File: src/rtl/mic_sampler_ctrl.sv
// Microphone front end: periodic conversion trigger, SPI master for a serial ADC,
// power-of-two averaging of conversion words and a thermometer level meter.
module mic_sampler_ctrl #(
  parameter int SCLK_DIV   = 2,
  parameter int FRAME_BITS = 16,
  parameter int LEAD_BITS  = 4,
  parameter int DATA_BITS  = 12,
  parameter int AVG_LOG2   = 0,
  parameter int LEVELS     = 8,
  parameter int LEVEL_BASE = 2048,
  parameter int LEVEL_STEP = 256
) (
  input  logic                 clk,
  input  logic                 rst,
  input  logic [15:0]          period,
  input  logic                 clr_ovr,
  output logic                 spi_clk,
  output logic                 spi_cs,
  output logic                 spi_mosi,
  input  logic                 spi_miso,
  output logic [DATA_BITS-1:0] sample,
  output logic                 sample_valid,
  output logic [LEVELS-1:0]    level,
  output logic                 overrun
);

  localparam int DW = $clog2(SCLK_DIV + 1);
  localparam int BW = $clog2(FRAME_BITS + 1);
  localparam int AW = DATA_BITS + AVG_LOG2;
  localparam int CW = AVG_LOG2 + 1;

  typedef enum logic [1:0] {IDLE, SETUP, SHIFT, HOLD} state_t;

  state_t               state_q;
  logic [15:0]          cnt_q, per_q, per_d;
  logic                 tick_d, div_end_d, cap_d;
  logic [DW-1:0]        div_q;
  logic [BW-1:0]        bit_q;
  logic                 sclk_q, cs_q, valid_q, ovr_q;
  logic [DATA_BITS-1:0] word_q, sample_q, avg_d;
  logic [AW-1:0]        acc_q, sum_d;
  logic [CW-1:0]        avg_cnt_q;
  logic [LEVELS-1:0]    level_q, level_d;

  always_comb begin
    per_d     = (period < 16'd2) ? 16'd2 : period;
    tick_d    = (cnt_q == per_q - 16'd1);
    div_end_d = (div_q == DW'(SCLK_DIV - 1));
    // Only the data window of the frame is shifted into the word register
    cap_d     = (state_q == SHIFT) && sclk_q && (div_q == '0) &&
                (int'(bit_q) >= LEAD_BITS) && (int'(bit_q) < LEAD_BITS + DATA_BITS);
    sum_d     = acc_q + AW'(word_q);
    avg_d     = DATA_BITS'(sum_d >> AVG_LOG2);
    level_d   = '0;
    for (int i = 0; i < LEVELS; i++)
      level_d[i] = ($unsigned(32'(avg_d)) >= $unsigned(32'(LEVEL_BASE + i * LEVEL_STEP)));
  end

  // The period is re-sampled only on wrap so a running interval is never cut short
  always_ff @(posedge clk) begin
    if (!rst) begin
      cnt_q <= '0;
      per_q <= per_d;
    end else if (tick_d) begin
      cnt_q <= '0;
      per_q <= per_d;
    end else begin
      cnt_q <= cnt_q + 16'd1;
    end
  end

  always_ff @(posedge clk) begin
    if (!rst) begin
      state_q   <= IDLE;
      div_q     <= '0;
      bit_q     <= '0;
      sclk_q    <= 1'b1;
      cs_q      <= 1'b1;
      valid_q   <= 1'b0;
      ovr_q     <= 1'b0;
      word_q    <= '0;
      sample_q  <= '0;
      level_q   <= '0;
      acc_q     <= '0;
      avg_cnt_q <= '0;
    end else begin
      valid_q <= 1'b0;
      if (tick_d && state_q != IDLE) ovr_q <= 1'b1;
      else if (clr_ovr)              ovr_q <= 1'b0;
      if (cap_d) word_q <= DATA_BITS'({word_q, spi_miso});
      case (state_q)
        IDLE: if (tick_d) begin
          state_q <= SETUP;
          cs_q    <= 1'b0;
          div_q   <= '0;
        end
        SETUP: if (div_end_d) begin
          state_q <= SHIFT;
          div_q   <= '0;
          sclk_q  <= 1'b0;
          bit_q   <= '0;
        end else div_q <= div_q + DW'(1);
        SHIFT: if (div_end_d) begin
          div_q <= '0;
          if (!sclk_q) sclk_q <= 1'b1;
          else if (bit_q == BW'(FRAME_BITS - 1)) begin
            state_q <= HOLD;
            cs_q    <= 1'b1;
          end else begin
            bit_q  <= bit_q + BW'(1);
            sclk_q <= 1'b0;
          end
        end else div_q <= div_q + DW'(1);
        HOLD: if (div_end_d) begin
          state_q <= IDLE;
          div_q   <= '0;
          if (avg_cnt_q == CW'((1 << AVG_LOG2) - 1)) begin
            sample_q  <= avg_d;
            level_q   <= level_d;
            valid_q   <= 1'b1;
            acc_q     <= '0;
            avg_cnt_q <= '0;
          end else begin
            acc_q     <= sum_d;
            avg_cnt_q <= avg_cnt_q + CW'(1);
          end
        end else div_q <= div_q + DW'(1);
        default: state_q <= IDLE;
      endcase
    end
  end

  assign spi_clk      = sclk_q;
  assign spi_cs       = cs_q;
  assign spi_mosi     = 1'b0;
  assign sample       = sample_q;
  assign sample_valid = valid_q;
  assign level        = level_q;
  assign overrun      = ovr_q;

endmodule

File: config.mk
export PLATFORM = sky130hd
export DESIGN_NAME = mic_sampler_ctrl
export DESIGN_NICKNAME = d
export VERILOG_FILES = /design/src/rtl/mic_sampler_ctrl.sv
export SDC_FILE = /design/constraint.sdc
export NUM_CORES = 1
export LEC_CHECK = 0
export ABC_AREA = 0
export BUFFER_PORTS_ARGS = -buffer_cell sky130_fd_sc_hd__buf_4
export CORE_ASPECT_RATIO = 0.5
export CORE_UTILIZATION = 40
export DETAILED_ROUTE_END_ITERATION = 6
export PLACE_DENSITY = 0.7
export SLEW_MARGIN = 25
export SYNTH_ARGS = -nofsm -noshare
export SYNTH_HDL_FRONTEND = slang
export SYNTH_SLANG_ARGS = --single-unit
File: constraint.sdc
create_clock -name clk -period 9.8 [get_ports clk]
set_clock_uncertainty 0.2 [all_clocks]
set_input_delay 1.96 -clock clk [delete_from_list [all_inputs] [get_ports clk]]
set_output_delay 1.96 -clock clk [all_outputs]
set_load 0.01 [all_outputs]
### Yosys cells after proc, flatten, opt, wreduce, memory -nomap -nowiden

Cells that the tools add are included.
W data, S select, Z words.

* bits in latches: 0
* bits in read-only memories: 0
* bits in writable memories: 0
* input bits: 20
* register bits after elaboration: 90
* word-level logic and storage cells: 100
* memories: 0
* output and inout port bits: 25

* bitwise operators: 2
* equal/unequal tests: 14
* multipliers: 0
* $lt $le $gt $ge: 11
* shift operators: 0
* add/sub/neg operators: 6
* divide/modulo/power cells: 0
* reductions and logical operators: 20
* muxes and demuxes: 33

Operators by type and width (count)
* $ge A12 B12 Y1 const B: 8
* $mux W16: 3
* $mux W5: 4
* $add A16 B1 Y16 const B: 1
* $eq A16 B16 Y1: 1
* $lt A16 B2 Y1 const B: 1
* $mux W2: 8
* $sub A16 B1 Y16 const B: 1
* $add A12 B12 Y12: 1
* $mux W1: 12
* $mux W12: 1
* $ne A2 B2 Y1 const B: 6
* $pmux W5 S2: 1
* $reduce_and A5 Y1: 2
* $reduce_and A3 Y1: 3
* $pmux W2 S4: 1
* $reduce_bool A2 Y1: 4
* $reduce_and A6 Y1: 1
* $add A5 B1 Y5 const B: 1
* $eq A5 B4 Y1 const B: 1
* $ge A5 B3 Y1 const B: 1
* $logic_and A1 B1 Y1: 5
* $lt A5 B5 Y1 const B: 1
* $eq A2 B1 Y1 const B: 2
* other kinds (11): 16

### Longest topological paths before layout

Gate-level depths: netlist of run 1.

* depth in word-level cells: 5
* mapped depth: 12

### Worst setup path after synthesis of run 1

No wires, ideal clock.

* path type: register to register
* from: register per_q[0]
* to: register per_q[0] (enable)
* path slack: 6474 ps
* setup time: 311 ps
* arrival: 2815 ps
* stages on the path, launching flop included: 12
* buffers on the path: 3
* cell sequence: edfxtp_1 inv_1 ha_1 nor2b_1 clkbuf_1 nand2_1 or4_1 a41o_1 or4_4 buf_6 o21ai_4 buf_6

* longest elaborated chain between the ends: 3

RTL lines
* start: declaration: line 35 `logic [15:0] cnt_q, per_q, per_d;`
* start signal: assignment: line 63 `per_q <= per_d;`
* start signal: assignment: line 66 `per_q <= per_d;`
* $sub A16 B1 Y16: line 47 `tick_d = (cnt_q == per_q - 16'd1);`
* $eq A16 B16 Y1: line 47
* $ne A2 B1 Y1 (no source line)

No other way between the ends.
A chain may end at the register's enable or synchronous reset.

### Worst setup path after layout of run 1

* from: register per_q[0]
* to: register per_q[1] (enable)

The elaborated chain is that of the path after synthesis.

==> results of run 1 <==
-- synthesized netlist by cell type (3+ instances only) --
| cell type | instances |
|---|---|
| dfxtp_1 | 61 |
| nand2_1 | 52 |
| nor2_1 | 35 |
| clkbuf_1 | 32 |
| a21boi_0 | 19 |
| mux2i_1 | 19 |
| nor2b_1 | 19 |
| inv_1 | 18 |
| xor2_1 | 17 |
| edfxtp_1 | 16 |
| nand3_1 | 16 |
| xnor2_1 | 13 |
| ha_1 | 10 |
| o21ai_0 | 10 |
| and2_1 | 7 |
| nand4_1 | 7 |
| and3_1 | 6 |
| nor4_1 | 6 |
| a31oi_1 | 4 |
| nor3_1 | 4 |
| a21oi_1 | 3 |
| nand2b_1 | 3 |
-- power groups by stage --
stage / sequential (mW) / combinational, mW / clock, mW
4_1_cts: 0.337 / 0.0350 / 0.367
3_3_place_gp: 0.344 / 0.0346 / 0
6_report: 0.337 / 0.0346 / 0.356
5_1_grt: 0.338 / 0.0388 / 0.379
3_5_place_dp: 0.344 / 0.0348 / 0
2_1_floorplan: 0.342 / 0.0251 / 0
-- tightest hold or removal path, stage by stage, from the launching register on --
cell and delay, ns:
dfxtp_1 0.31, nand2_1 0.05, a21boi_0 0.06
-- cell families (layout without fill, tap and decap cells) --
group,after synthesis,in the layout
muxes,20,20
adders and majority gates,10,10
other,1,1
buffers and inverters,53,78
and+or+nand+nor,174,174
DFF,77,77
xor gates and xnor gates,30,30
AOI/OAI and AO/OA,59,59
-- flip-flops by register name (all words and copies together) (netlist names), 2 cells and up --
signal and flops:
sample 12, cnt_q 16, level 8, bit_q 5, per_q 16, div_q 2
state_q 2, word_q 12
-- per-layer routing --
metal / GRT usage / vias to the layer above / routed length [um]
met1: 0.1992 / 1299 / 3576
li1: - / 1484 / -
met3: 0.04746 / 15 / 330
met4: 0.07246 / 0 / 153
met2: 0.2676 / 69 / 3225
met5: 0 / - / 0
-- final cells by class --
type                            instances  area [um^2]
Multi-Input combinational cell        294         1937
Fill cell                             858         4498
Timing Repair Buffer                   44        330.3
Sequential cell                        77         1702
Clock inverter                          5        63.81
Tap cell                              117        146.4
Clock buffer                           11        264.0
Inverter                               18        67.56
-- through the flow --
stage | area (um^2) | power (mW) | std cells
floorplan | 3850 | 0.3672 | 424
global placement | 4183 | 0.3782 | 550
detailed placement | 4183 | 0.3788 | 550
CTS | 4511 | 0.7392 | 566
global route | 4511 | 0.7552 | 566
finish | 4511 | 0.7281 | 566
-- how the worst max path moves through the flow --
stage / to / slack, ns / depth (start not counted)
6_report: per_q[1]$_SDFFCE_PN1P_ / 5.96 / 8
5_1_grt: per_q[15]$_SDFFCE_PN0P_ / 5.61 / 6
4_1_cts: per_q[15]$_SDFFCE_PN0P_ / 5.93 / 8
3_5_place_dp: per_q[3]$_SDFFCE_PN0P_ / 5.93 / 8
3_3_place_gp: per_q[12]$_SDFFCE_PN0P_ / 5.99 / 8
2_1_floorplan: per_q[0]$_SDFFCE_PN0P_ / 6.47 / 11
==> metrics, run 1 <==
Yosys top cell by area=dfxtp_1; Unique masters post-synth=58; Async SR Flop Fraction=0; Synth Area in Compound Gates=0.1121; combinational share of power=0.048; FMAX=0.2602 GHz; ANT cells=0; area delta synth->final=17.16%; largest family of logic cells by synthesized area=simple AND/OR/NAND/NOR gates; fraction of layout cells with a size suffix above 1=0.1670; CP Cell Sequence=inv_1, ha_1, nor2b_1, nand3_1, mux2_2, o21ba_2, or4_4, o21ai_4; Yosys warning count=0; xor/xnor share of the synthesized area=0.06825; total setup buffers inserted after CTS=0; worst-margin pin slew=0.8765 ns; via count=2867; Psw=between 150 and 200 uW; R2R Setup Slk=5.96 ns; Reg power frac=0.463; commonest non-fill, non-tap cells in the layout=dfxtp_1, nand2_1, buf_4; fin crit share=0.3922; vias per cell=5.065; type of the worst min-delay path=reg -> reg; Die Height=71.37 um; max_cap viols=0; IO buf count=43; mapped cell area=~0.0038 mm^2; Final Max Slew Viols=0; dpl ws=approximately 6 ns; WP data arrival=roughly 3.6 ns; internal power=568.7 uW; Sw Share=0.2189; Post-synth EDFFs=16; fin crit period=just under 4 ns; register bit total from synthesis=between 70 and 80; top cells by area, synth=dfxtp_1, edfxtp_1, nand2_1, mux2i_1, xor2_1; synthesized area per cell=approximately 9.1 um^2; Crit Path Category=reg -> reg; clock root buffer=clkbuf_16; multiplexer share of the synthesized area=0.05232; family with the most delay on the worst path=simple AND/OR/NAND/NOR gates; crit path from=per_q[0]$_SDFFCE_PN0P_; Setup WS post-layout=5.956 ns; min-delay src=level[0]$_SDFFE_PN0P_; clock share of power=0.490; crit path launch type=register; status=finished clean; Leakage Power=about 1.6 nW; most common cell after layout, fill and taps aside=dfxtp_1; Detailed Place HPWL=5072 um; RR Endpoint=per_q[1]$_SDFFCE_PN1P_; Worst VDD drop=between 80 and 90 uV; Final Hold Fails=0; Worst-path clk slew=~0.06 ns; R2R depth=8; grt ovf=0; adder-cell share of the synthesized area=0.03250; FF-to-FF Start=per_q[0]$_SDFFCE_PN0P_; Final Setup Violations=0; CTS tree=built; sum of negative setup slack=0 ns; core area=0.009009 mm^2; pwr/cell area=around 160 mW/mm^2; First DRT Iteration DRCs=123; Synth top area share=0.3172; IO Count=45; Starting Density=0.4274; largest net degree at the start of global routing=49; routed wire length=7286 um; hold path depth=2; post-synthesis sequential area ratio=0.4420; Die Width=about 140 um; TritonCTS Sinks=77; clock insertion delay at the later pin of the skew report=0.34 ns; total track usage=0.1620; Post-CTS Resized=0; Worst EP required=between 9 and 10 ns; cell count after synthesis=424; CTS HTree Levels=3; post-layout util=0.5007; Pre-Repair DR Iteration Count=4; Slew HR=0.4111; GPL Wtd Cong=0.9622; RSZ-0062 raised after global routing=no; CP max stage cell=o21ai_4; Worst Path Buf+Inv=1; post-detailed-route count of antenna-violating nets=0; number of remaining DRC errors=0; crit-path max FO=32; vias in the first global route=2688; Hold Slack=0.2607 ns; Max clock buf depth=2; worst hold path endpoint=level[0]$_SDFFE_PN0P_; simple-gate share of the synthesized area=0.2353; Top FF cell, synth=dfxtp_1; Setup crit end kind=register; WL per Instance=about 13 um; row count=24; CTS buffer count=9; Crit path largest cell delay=between 0.6 and 0.7 ns; Syn Nets=454; DIE AREA=0.01005 mm^2; CTS Hold Buffers Added=0; initial antenna violation count=0; global-route wire length before repair=12670 um; layout net count=between 400 and 500
No activity file was read; power rests on OpenSTA's default activity.
==> inputs of run 2 (changes only) <==
PLACE_DENSITY = 0.72   (was 0.7)
clock period = 3.4 ns   (was 9.8 ns; I/O delays follow)
==> metrics, run 2 (synthesis gave the netlist of run 1 again) <==
status=finished clean (unchanged); IO buf count=43 (unchanged); Max clock buf depth=2 (unchanged); min-delay src=level[2]$_SDFFE_PN0P_ (was level[0]$_SDFFE_PN0P_); commonest non-fill, non-tap cells in the layout=dfxtp_1, nand2_1, buf_4 (unchanged); DIE AREA=0.01005 mm^2 (unchanged); FF-to-FF Start=per_q[3]$_SDFFCE_PN0P_ (was per_q[0]$_SDFFCE_PN0P_); CP max stage cell=or4_4 (was o21ai_4); Leakage Power=1.682 nW (was 1.639 nW); R2R Setup Slk=0.1 ns (was 5.96 ns); area delta synth->final=19.21% (was 17.16%); clock insertion delay at the later pin of the skew report=0.34 ns (about the same); CP Cell Sequence=nor4_4, nand2_2, or4_1, a41o_1, or4_4, o21ai_4, buf_12 (was inv_1, ha_1, nor2b_1, nand3_1, mux2_2, o21ba_2, or4_4, o21ai_4); total track usage=0.1587 (was 0.1620); routed wire length=7317 um (was 7286 um); layout net count=478 (was 474); hold path depth=2 (unchanged); WL per Instance=12.84 um (was 12.87 um); Post-DP Area=0.004225 mm^2 (was 0.004183 mm^2); pwr/cell area=478.9 mW/mm^2 (was 161.4 mW/mm^2); worst hold path endpoint=level[2]$_SDFFE_PN0P_ (was level[0]$_SDFFE_PN0P_); global-route wire length before repair=12540 um (was 12670 um); CTS buffer count=9 (unchanged); IO Count=45 (unchanged); clock root buffer=clkbuf_16 (unchanged); Worst VDD drop=286.7 uV (was 86.28 uV); vias in the first global route=2643 (was 2688); Final Setup Violations=0 (unchanged); R2R depth=7 (was 8); Worst-path clk slew=0.06 ns (about the same); crit-path max FO=32 (unchanged); largest net degree at the start of global routing=49 (unchanged); fraction of layout cells with a size suffix above 1=0.1766 (was 0.1670); FMAX=0.3029 GHz (was 0.2602 GHz); internal power=1.740 mW (was 568.7 uW); post-detailed-route count of antenna-violating nets=0 (unchanged); RR Endpoint=per_q[12]$_SDFFCE_PN0P_ (was per_q[1]$_SDFFCE_PN1P_); most common cell after layout, fill and taps aside=dfxtp_1 (unchanged); CTS HTree Levels=3 (unchanged); fin crit period=3.302 ns (was 3.844 ns); Detailed Place HPWL=5070 um (was 5072 um); Reg power frac=0.442 (was 0.463); Psw=457.5 uW (was 159.4 uW); RSZ-0062 raised after global routing=no (unchanged); fin crit share=0.9710 (was 0.3922); TritonCTS Sinks=77 (unchanged); Top Registers=cnt_q x16, per_q x16 (unchanged); GPL Wtd Cong=0.9273 (was 0.9622); vias per cell=5.095 (was 5.065); type of the worst min-delay path=reg -> reg (unchanged); Final Max Slew Viols=0 (unchanged); number of remaining DRC errors=0 (unchanged); Crit Path Category=reg -> reg (unchanged); Pre-Repair DR Iteration Count=4 (unchanged); Starting Density=0.4274 (unchanged); max_cap viols=0 (unchanged); clock share of power=0.510 (was 0.490); CTS tree=built (unchanged); Sw Share=0.2082 (was 0.2189); row count=24 (unchanged); initial antenna violation count=0 (unchanged); total setup buffers inserted after CTS=0 (unchanged); crit path launch type=register (unchanged); combinational share of power=0.047 (was 0.048); Crit path largest cell delay=0.57 ns (was 0.69 ns); sum of negative setup slack=0 ns (unchanged); Slew HR=0.5287 (was 0.4111); Die Width=140.7 um (unchanged); Setup crit end kind=register (unchanged); grt ovf=0 (unchanged); Design Area, Final=0.004589 mm^2 (was 0.004511 mm^2); Final Hold Fails=0 (unchanged); Worst EP required=3.24 ns (was 9.57 ns); worst-margin pin slew=0.7053 ns (was 0.8765 ns); WP data arrival=3.14 ns (was 3.61 ns); ANT cells=0 (unchanged); Die Height=71.37 um (unchanged); First DRT Iteration DRCs=75 (was 123); core area=0.009009 mm^2 (unchanged); via count=2904 (was 2867)
==> run 2: power by group through the flow <==
| stage | logic [mW] | registers (mW) | clock network (mW) |
|---|---|---|---|
| global route | 0.115 | 0.974 | 1.19 |
| detailed placement | 0.103 | 0.992 | 0 |
| floorplan | 0.0724 | 0.986 | 0 |
| CTS | 0.104 | 0.972 | 1.15 |
| global placement | 0.104 | 0.990 | 0 |
| finish | 0.104 | 0.972 | 1.12 |
==> run 2: worst max path at each step <==
stage,start,to,slack [ns]
4_1_cts,per_q[3]$_SDFFCE_PN0P_,per_q[6]$_SDFFCE_PN0P_,0.12
2_1_floorplan,per_q[0]$_SDFFCE_PN0P_,per_q[0]$_SDFFCE_PN0P_,0.07
5_1_grt,per_q[3]$_SDFFCE_PN0P_,per_q[12]$_SDFFCE_PN0P_,0.004
3_5_place_dp,per_q[3]$_SDFFCE_PN0P_,per_q[6]$_SDFFCE_PN0P_,0.14
3_3_place_gp,per_q[3]$_SDFFCE_PN0P_,per_q[6]$_SDFFCE_PN0P_,0.21
6_report,per_q[3]$_SDFFCE_PN0P_,per_q[12]$_SDFFCE_PN0P_,0.1
==> run 2: per-layer routing <==
layer  routed length (um)  track usage
met3                  328      0.05749
met5                    0            0
met1                 3652       0.2017
met4                  112      0.05072
met2                 3224       0.2537
==> run 2: critical path: cells and delay by family (launching register included) <==
family	cells	cell delay (ns)
and+or+nand+nor	4	1.62
buffers and inverters	1	0.20
DFF	1	0.52
AOI/OAI and AO/OA	2	0.44
==> run 2: what timing repair did <==
item | CTS | global route
resized for setup | 0 | 1
hold endpoints to repair | 0 | 0
hold buffers | 0 | 0
setup endpoints to repair | 0 | 16
==> run 2: metrics by stage <==
stage               total power [mW]  utilization  setup WS (ns)  hold slack (ns)  std cells
finish                         2.198       0.5094        0.09844           0.2592        570
detailed placement             1.095       0.4690         0.1436           0.2573        554
CTS                            2.228       0.5092         0.1249           0.2646        570
global placement               1.094       0.4690         0.2140           0.2495        554
global route                   2.281       0.5094       0.003535           0.2838        570
floorplan                      1.058            -        0.07381           0.2255        424
==> run 2: final cells by class <==
| cell class | instances | area, um^2 |
|---|---|---|
| flip-flops and latches | 77 | 1702 |
| inverters | 18 | 67.56 |
| clock buffers | 11 | 275.3 |
| fillers | 850 | 4419 |
| well taps | 117 | 146.4 |
| multi-input cells | 294 | 1939 |
| repair buffers | 48 | 372.9 |
| clock inverters | 5 | 86.33 |
==> inputs of run 3 (changes only) <==
--- a/config.mk
+++ b/config.mk
@@ -12,4 +12,5 @@
 export DETAILED_ROUTE_END_ITERATION = 6
 export PLACE_DENSITY = 0.72
+export SETUP_SLACK_MARGIN = 0.5
 export SLEW_MARGIN = 25
 export SYNTH_ARGS = -nofsm -noshare
==> constraint.sdc (replaced) <==
create_clock -name clk -period 3.4 [get_ports clk]
set_clock_uncertainty 0.2 [all_clocks]
set_input_delay 0.68 -clock clk [delete_from_list [all_inputs] [get_ports clk]]
set_output_delay 0.68 -clock clk [all_outputs]
set_load 0.05 [all_outputs]
==> metrics, run 3 (synthesis gave the netlist of run 1 again) <==
status=finished clean (unchanged); Leakage Power=1.820 nW (was 1.682 nW); routed wire length=8249 um (was 7317 um); crit path launch type=register (unchanged); Post-DP Area=0.004268 mm^2 (was 0.004225 mm^2); Final Max Slew Viols=0 (unchanged); fraction of layout cells with a size suffix above 1=0.2699 (was 0.1766); Final Hold Fails=0 (unchanged); CTS Hold Buffers Added=0 (unchanged); initial antenna violation count=0 (unchanged); Pre-Repair DR Iteration Count=4 (unchanged); fin crit period=3.132 ns (was 3.302 ns); CTS buffer count=9 (unchanged); area delta synth->final=29.54% (was 19.21%); largest net degree at the start of global routing=49 (unchanged); fin crit share=0.9212 (was 0.9710); Setup crit end kind=register (unchanged); post-detailed-route count of antenna-violating nets=0 (unchanged); grt ovf=0 (unchanged); CP max stage cell=or4_4 (unchanged); RSZ-0062 raised after global routing=yes (was no); Worst VDD drop=302.1 uV (was 286.7 uV); combinational share of power=0.072 (was 0.047); crit path from=per_q[4]$_SDFFCE_PN0P_ (was per_q[3]$_SDFFCE_PN0P_); CP Cell Sequence=buf_4, nor3_1, nand2_1, o311ai_1, o221ai_1, or4_4, o21ai_4, buf_6, buf_12 (was nor4_4, nand2_2, or4_1, a41o_1, or4_4, o21ai_4, buf_12); clock share of power=0.481 (was 0.510); crit-path max FO=7 (was 32); Reg power frac=0.447 (was 0.442); FF-to-FF Start=per_q[4]$_SDFFCE_PN0P_ (was per_q[3]$_SDFFCE_PN0P_); Final Setup Violations=0 (unchanged); via count=3069 (was 2904); DIE AREA=0.01005 mm^2 (unchanged); GPL Wtd Cong=0.9343 (was 0.9273); hold path depth=2 (unchanged); CTS HTree Levels=3 (unchanged); IO Count=45 (unchanged); internal power=1.692 mW (was 1.740 mW); IO buf count=43 (unchanged); core area=0.009009 mm^2 (unchanged); Worst-path clk slew=0.06 ns (about the same); vias in the first global route=2753 (was 2643); global-route wire length before repair=12880 um (was 12540 um); layout net count=503 (was 478); Starting Density=0.4274 (unchanged); family with the most delay on the worst path=simple AND/OR/NAND/NOR gates (unchanged); filler instances=805 (was 850); Crit Path Category=reg -> reg (unchanged); Die Height=71.37 um (unchanged); Slew HR=0.5086 (was 0.5287); Top Registers=cnt_q x16, per_q x16 (unchanged); min-delay src=sample[7]$_SDFFE_PN0P_ (was level[2]$_SDFFE_PN0P_); WL per Instance=13.86 um (was 12.84 um); FMAX=0.3193 GHz (was 0.3029 GHz); Layout Cells excl Fill=595 (was 570); Sw Share=0.2205 (was 0.2082); Worst EP required=3.26 ns (was 3.24 ns); clock root buffer=clkbuf_16 (unchanged); ANT cells=0 (unchanged); Worst Path Buf+Inv=3 (was 1); total track usage=0.1662 (was 0.1587); Detailed Place HPWL=5299 um (was 5070 um); Psw=478.6 uW (was 457.5 uW); WP data arrival=2.99 ns (was 3.14 ns); CTS tree=built (unchanged); TritonCTS Sinks=77 (unchanged); Crit path largest cell delay=0.47 ns (was 0.57 ns); R2R depth=9 (was 7); commonest non-fill, non-tap cells in the layout=buf_4, dfxtp_1, nand2_1 (was dfxtp_1, nand2_1, buf_4); pwr/cell area=435.2 mW/mm^2 (was 478.9 mW/mm^2); number of remaining DRC errors=0 (unchanged); Design Area, Final=0.004987 mm^2 (was 0.004589 mm^2); most common cell after layout, fill and taps aside=buf_4 (was dfxtp_1); Max clock buf depth=2 (unchanged); type of the worst min-delay path=reg -> reg (unchanged); worst hold path endpoint=sample[7]$_SDFFE_PN0P_ (was level[2]$_SDFFE_PN0P_); RR Endpoint=per_q[4]$_SDFFCE_PN0P_ (was per_q[12]$_SDFFCE_PN0P_); R2R Setup Slk=0.27 ns (was 0.1 ns); sum of negative setup slack=0 ns (unchanged); placed insts=556 (was 554); row count=24 (unchanged); max_cap viols=0 (unchanged); clock insertion delay at the later pin of the skew report=0.34 ns (about the same); vias per cell=5.158 (was 5.095); worst-margin pin slew=0.7353 ns (was 0.7053 ns); First DRT Iteration DRCs=120 (was 75); Die Width=140.7 um (unchanged)
-- run 3: cell count changes in the layout (fill, tap and decap cells not counted), moves of 2 or more --
cell	delta
buf_4	+17
nor2_1	-15
nor2_4	+10
buf_6	+5
nor2_2	+5
inv_1	-2
inv_2	+2
o21ai_4	+2
-- run 3: power groups by stage --
stage	Clock, mW	Sequential (mW)	Combinational, mW
floorplan	0	0.991	0.0777
global placement	0	0.990	0.116
detailed placement	0	0.991	0.117
CTS	1.07	0.968	0.138
global route	1.11	0.971	0.168
finish	1.04	0.970	0.157
-- run 3: stage by stage --
step | utilization | power, mW | setup WS (ns) | hold slack (ns)
5_1_grt | 0.5536 | 2.254 | 0.1530 | 0.2875
3_5_place_dp | 0.4738 | 1.108 | 0.1173 | 0.2557
4_1_cts | 0.5288 | 2.178 | 0.3713 | 0.2652
2_1_floorplan | - | 1.068 | 0.2741 | 0.2255
3_3_place_gp | 0.4738 | 1.106 | 0.1924 | 0.2515
6_report | 0.5536 | 2.171 | 0.2680 | 0.2592
-- run 3: what timing repair did --
item,4_1_cts,5_1_grt
setup buffers,14,7
gates resized for setup,7,37
setup endpoints to repair,38,38
pin swaps,4,19
cloned,1,1
-- run 3: per-layer routing --
metal | global-route usage | routed length [um]
met1 | 0.2010 | 3720
met2 | 0.2747 | 3899
met3 | 0.05080 | 408
met4 | 0.07971 | 221
met5 | 0 | 0
-- run 3: tightest hold or removal path, stage by stage (launching register included) --
cell and delay, ns:
dfxtp_1 0.31, nand2_1 0.04, a21boi_0 0.06
-- run 3: cell type report --
| type | count | area [um^2] | share of cell area |
|---|---|---|---|
| Multi-Input combinational cell | 294 | 2103 | 0.4217 |
| Sequential cell | 77 | 1702 | 0.3412 |
| Timing Repair Buffer | 73 | 629.4 | 0.1262 |
| Clock buffer | 11 | 275.3 | 0.05519 |
| Tap cell | 117 | 146.4 | 0.02935 |
| Inverter | 18 | 67.56 | 0.01355 |
| Clock inverter | 5 | 63.81 | 0.01279 |
-- run 3: how the worst max path moves through the flow --
stage,end,cells past startpoint,slack (ns)
2_1_floorplan,per_q[0]$_SDFFCE_PN0P_,8,0.27
3_3_place_gp,per_q[10]$_SDFFCE_PN0P_,9,0.19
3_5_place_dp,per_q[10]$_SDFFCE_PN0P_,9,0.12
4_1_cts,per_q[10]$_SDFFCE_PN0P_,8,0.37
5_1_grt,per_q[4]$_SDFFCE_PN0P_,9,0.15
6_report,per_q[4]$_SDFFCE_PN0P_,9,0.27
